### config.mk
export PLATFORM = sky130hd
export DESIGN_NAME = fetch_queue_block
export DESIGN_NICKNAME = d
export VERILOG_FILES = /design/src/rtl/fetch_queue_block.sv
export SDC_FILE = /design/constraint.sdc
export NUM_CORES = 1
export LEC_CHECK = 0
export ABC_AREA = 1
export BUFFER_PORTS_ARGS = -buffer_cell sky130_fd_sc_hd__buf_4
export CAP_MARGIN = 25
export CORE_UTILIZATION = 30
export CTS_CLUSTER_DIAMETER = 120
export CTS_CLUSTER_SIZE = 20
export DETAILED_ROUTE_END_ITERATION = 10
export PLACE_DENSITY_LB_ADDON = 0.1
export SLEW_MARGIN = 5
export SYNTH_ARGS = -nofsm -noshare
export SYNTH_HDL_FRONTEND = slang
export SYNTH_SLANG_ARGS = --single-unit
### constraint.sdc
create_clock -name clk -period 5 [get_ports clk]
set_input_delay 0.5 -clock clk [delete_from_list [all_inputs] [get_ports clk]]
set_output_delay 0.5 -clock clk [all_outputs]
set_load 0.03 [all_outputs]
### src/rtl/fetch_queue_block.sv
// Instruction prefetch queue. It issues sequential program-memory reads, buffers the
// returned {instruction, address} pairs in a FIFO, and flushes everything on a redirect.
module fetch_queue_block #(
    parameter int unsigned         ADDR_W   = 16,
    parameter int unsigned         INS_W    = 32,
    parameter int unsigned         DEPTH    = 4,
    parameter logic [ADDR_W-1:0]   RESET_PC = '0
) (
    input  logic                           clk,
    input  logic                           reset,
    output logic [ADDR_W-1:0]              mem_addr,
    output logic                           mem_en,
    input  logic [INS_W-1:0]               mem_data,
    input  logic                           pc_mux_sel,
    input  logic [ADDR_W-1:0]              jmp_loc,
    output logic [INS_W-1:0]               ins,
    output logic [ADDR_W-1:0]              ins_addr,
    output logic                           ins_valid,
    input  logic                           ins_ready,
    output logic [$clog2(DEPTH+1)-1:0]     q_count
);
    localparam int unsigned PTR_W = $clog2(DEPTH);
    localparam int unsigned CNT_W = $clog2(DEPTH+1);

    logic [ADDR_W-1:0] pc_q;
    logic [ADDR_W-1:0] req_addr_q;
    logic              inflight_q;
    logic [PTR_W-1:0]  wptr_q;
    logic [PTR_W-1:0]  rptr_q;
    logic [CNT_W-1:0]  count_q;
    logic [INS_W-1:0]  ins_mem  [DEPTH];
    logic [ADDR_W-1:0] addr_mem [DEPTH];

    logic redirect;
    logic credit_ok;
    logic issue;
    logic wr;
    logic pop;

    // The in-flight request is counted as occupied so its response always has a free slot.
    always_comb begin
        redirect  = pc_mux_sel && !reset;
        credit_ok = ({1'b0, count_q} + (CNT_W+1)'(inflight_q)) < (CNT_W+1)'(DEPTH);
        issue     = !reset && (pc_mux_sel || credit_ok);
        mem_en    = issue;
        mem_addr  = redirect ? jmp_loc : pc_q;
        ins_valid = !reset && (count_q != '0) && !pc_mux_sel;
        pop       = ins_valid && ins_ready;
        wr        = inflight_q && !pc_mux_sel;
        ins       = reset ? '0 : ins_mem[rptr_q];
        ins_addr  = reset ? '0 : addr_mem[rptr_q];
        q_count   = reset ? '0 : count_q;
    end

    always_ff @(posedge clk) begin
        if (reset) begin
            pc_q       <= RESET_PC;
            req_addr_q <= '0;
            inflight_q <= 1'b0;
            wptr_q     <= '0;
            rptr_q     <= '0;
            count_q    <= '0;
            for (int i = 0; i < int'(DEPTH); i++) begin
                ins_mem[i]  <= '0;
                addr_mem[i] <= '0;
            end
        end else begin
            inflight_q <= issue;
            if (issue) begin
                req_addr_q <= mem_addr;
                pc_q       <= mem_addr + ADDR_W'(1);
            end
            if (pc_mux_sel) begin
                wptr_q  <= '0;
                rptr_q  <= '0;
                count_q <= '0;
            end else begin
                if (wr) begin
                    ins_mem[wptr_q]  <= mem_data;
                    addr_mem[wptr_q] <= req_addr_q;
                    wptr_q           <= wptr_q + PTR_W'(1);
                end
                if (pop) begin
                    rptr_q <= rptr_q + PTR_W'(1);
                end
                count_q <= count_q + CNT_W'(wr) - CNT_W'(pop);
            end
        end
    end

endmodule

* Yosys cells after proc, flatten, opt, wreduce, memory -nomap -nowiden
Memories as Yosys holds them, arrays and structs flattened. A register that Yosys moved wholly into a read port is not among the register bits.
Index checks and enable logic that the tools add are counted.
** Word-level totals
- Input bits :: 52
- Flip-flop bits (word level) :: 40
- Memory bits (writable) :: 192
- Logic and storage cells :: 48
- Bits in read-only memories :: 0
- Memories kept :: 2
- Bits in latches :: 0
- Output and inout port bits :: 69
** Cells by class
- Shifts and indexed selects :: 0
- Divide/modulo/power cells :: 0
- $lt $le $gt $ge :: 1
- Add/sub/neg operators :: 6
- Multiply operators :: 0
- Reduce and logical (&&, ||, !) cells :: 13
- Bitwise logic cells :: 0
- Equality and inequality tests :: 0
- Mux-type cells :: 20
** Memory list
- ins_mem :: depth 4, bits a word 32, rd ports 1, clocked after memory_dff 1, write ports 4, line 31 : logic [INS_W-1:0] ins_mem [DEPTH];
- addr_mem :: depth 4, bits a word 16, rd ports 1, clocked after memory_dff 1, write ports 4, line 32 : logic [ADDR_W-1:0] addr_mem [DEPTH];
** Operators by type and width (count)
- $mux W32 :: 2
- $mux W16 :: 3
- $reduce_or A32 Y1 :: 1
- $add A16 B1 Y16 const B :: 1
- $reduce_or A16 Y1 :: 1
- $mux W2 :: 6
- $mux W1 :: 8
- $logic_and A1 B1 Y1 :: 6
- $add A2 B1 Y2 const B :: 2
- $add A3 B1 Y4 :: 1
- $lt A4 B3 Y1 const B :: 1
- $add A3 B1 Y3 :: 1
- $mux W3 :: 1
- $reduce_bool A3 Y1 :: 1
- $sub A3 B1 Y3 :: 1
- $logic_not A1 Y1 :: 2
- $reduce_or A2 Y1 :: 1
- $logic_or A1 B1 Y1 :: 1

* Longest topological paths before layout
- Depth in word-level cells :: 8
- Gate-level depth with buffers :: 14
- Mapped depth without buffers :: 12

* Least setup slack after synthesis
OpenSTA, ideal clock, no wires.
- Path type :: input -> register
- Start :: input pc_mux_sel
- End :: memory addr_mem[3][0] (enable)
- Path buffers :: 2
- Stages :: 7
- Data arrival time :: 4.581 ns
- Setup slack :: -0.101 ns
- Required time :: 4.480 ns
- Setup time :: 0.520 ns
- Cell sequence :: buf_6 > buf_2 > nor2_1 > inv_1 > nor2_1 > inv_1 > o21ai_0
** RTL lines
- start: declaration :: line 14 : input logic pc_mux_sel,
- end: declaration :: line 32

==> results.toml <==
[flow_run]
drv_cap = 0

[power_and_ir_drop]
powerDensity_nw_per_um2 = 307
p_leak_nw = 4.98
power.total_mw = 3.96
ir_drop_mv = 0.145

[synthesis]
synth_ff_type = "edfxtp_1"
syn_area_per_cell_um2 = 8.84
yosysWarnings = 0
seq_area_frac_synth = 0.593
synthCells = 1261
syn_nets = 1318
synth-seq-cells = 234
mappedNetlistArea_um2 = 11100
synth_edf_count = 192
synth.distinct_cells = 35
synth_area_leaders = "edfxtp_1 (52%), nor2_1 (14%), dfxtp_1 (7.5%)"
yosysTopAreaCell = "edfxtp_1"
synthArstFlopShare = 0
synth_top_area_share = 0.517

[worst_setup_path]
crit_fanout = 52
crit_family = "buffers and inverters"
path_cells = "buf_4, nor2_1, nor2_1, o21ai_0, a21oi_1, buf_4"
arrival_ns = 2.67
crit_buf_inv = 2
end_kind = "output port"
path_class = "flop to output port"
crit_slowest_cell = "dfxtp_4"
max_stage_delay_ns = 0.72
worstSetupStartpointType = "flop"
cp_data_required_time_ns = 4.50

[cts]
clock_path_buffers = 3
ctsResizeCount = 0
path_clk_slew_ns = 0.10
cts_tree = "done"
cts.htree.levels = 1
numClockSinks = 234
clk_latency_ns = 0.49
hold_buffers = 0
postCtsSetupBuffers = 0
root_buffer = "clkbuf_16"
cts_buffers = 15

[global_route]
grt_first_pass_wirelength_um = 47600
grt_pass1_vias = 8211
grt.total_usage = 0.163
overflow = 0
antenna_found_initial = 0
grt_max_degree = 66

[final_layout]
diodes = 0
mostFrequentLayoutCells = "nor2_1 (405), edfxtp_1 (192), inv_1 (142)"
nFillCells = 3817
nets = 1399
syn_to_final_growth_pct = 15.7
layout_commonest_cell = "nor2_1"
drive_gt1_frac = 0.169

[detailed_routing]
vias = 8343
final_antenna_net_count = 0
drc = 0
wl_per_cell_um = 17.0
wl_um = 30900
drt_iter0_markers = 446
first_pass_iters = 4
routed_via_density = 4.59

[min_path]
hold_class = "primary input to flop"

[floorplanning]
die_h_um = 195
die_w_um = 195
core_area_um2 = 36600
start_util = 0.304
rows = 70
ioPinCount = 121
dieArea_um2 = 37900

[sta]
fin_setup_tns_ns = 0
setup_violations = 0
min_period_over_period = 0.635
max-slew-margin-rel = 0.356
clock_skew_ns = 0.0105
finalHoldViolations = 0
fmax_mhz = 315
worst_pin_slew_ns = 0.966
rsz0062_at_grt = "false"
slew_violations = 0
fin_crit_ns = 3.17

[outcome]
outcome = "finished, final reports clean"

[placed_design]
place_congestion = 0.761
port_buffers = 120
hpwl_um = 17800
[flip-flops by register name, indices dropped and copies added, names as in the netlist, named ones only]
register	flops
addr_mem	64
count_q	3
inflight_q	1
ins_mem	128
pc_q	16
req_addr_q	16
rptr_q	2
wptr_q	2
[through the flow]
stage	std cells	worst slack (ns)	hold slack, ns	instance area, µm²	util
global placement	1793	1.97	0.454	12500	0.341
finish	1818	1.83	0.309	12900	0.352
global route	1818	1.57	0.296	12900	0.352
CTS	1818	1.70	0.287	12900	0.352
floorplan	1261	0.0599	0.436	11100	-
detailed placement	1793	1.91	0.455	12500	0.341
[power by group]
part	switching, mW	internal, mW	total (mW)
sequential	0.0267	2.20	2.23
combinational	0.341	0.147	0.488
clock	0.669	0.570	1.24
total	1.04	2.92	3.96
[cell families (layout without fill, tap and decap cells)]
group | count (synthesis) | after routing | share of synthesized area
flops | 234 | 234 | 0.593
simple gates | 596 | 596 | 0.225
buf+inv | 224 | 313 | 0.0831
xor+xnor | 1 | 1 | 0.000786
compound gates | 201 | 201 | 0.0915
fa+ha+maj | 5 | 5 | 0.00629
[worst paths after layout]
check	start	to	slack (ns)	depth (start not counted)
max	flop	ins[13]	1.83	6
max reg2reg	inflight_q	ins_mem[0][8]	2.51	6
min reg2reg	rptr_q[1]	flop	0.46	2
min	reset	pc_q[3]	0.31	2
[layer usage]
metal,part of all wire,vias up,GRT usage,routed length [µm]
li1,-,4195,-,-
met1,0.48,3973,0.225,14900
met2,0.47,157,0.273,14500
met3,0.039,18,0.0231,1210
met4,0.0093,0,0.0303,287
met5,0,-,0,0
[area by class of cell]
type	instances	area, µm²	area share
sequential	234	6610	0.513
inverter	152	578	0.0449
multi-input combinational	803	3660	0.284
clock buffer	24	409	0.0317
clock inverter	1	8.76	0.000680
tap	468	586	0.0454
timing repair buffer	136	1030	0.0802
[cells in the mapped netlist, types with 3 or more instances]
master	number
buf_6	5
nor2_4	5
a21oi_1	79
nand3b_1	3
buf_2	14
nand3_1	29
ha_1	4
dfxtp_1	42
a211oi_1	3
o21ai_0	115
inv_1	144
edfxtp_1	192
nor2_2	26
inv_2	7
clkbuf_1	44
buf_4	3
nor2_1	405
buf_1	5
nand2_1	99
nand2_2	19
Power figures use the tool's default switching activity.
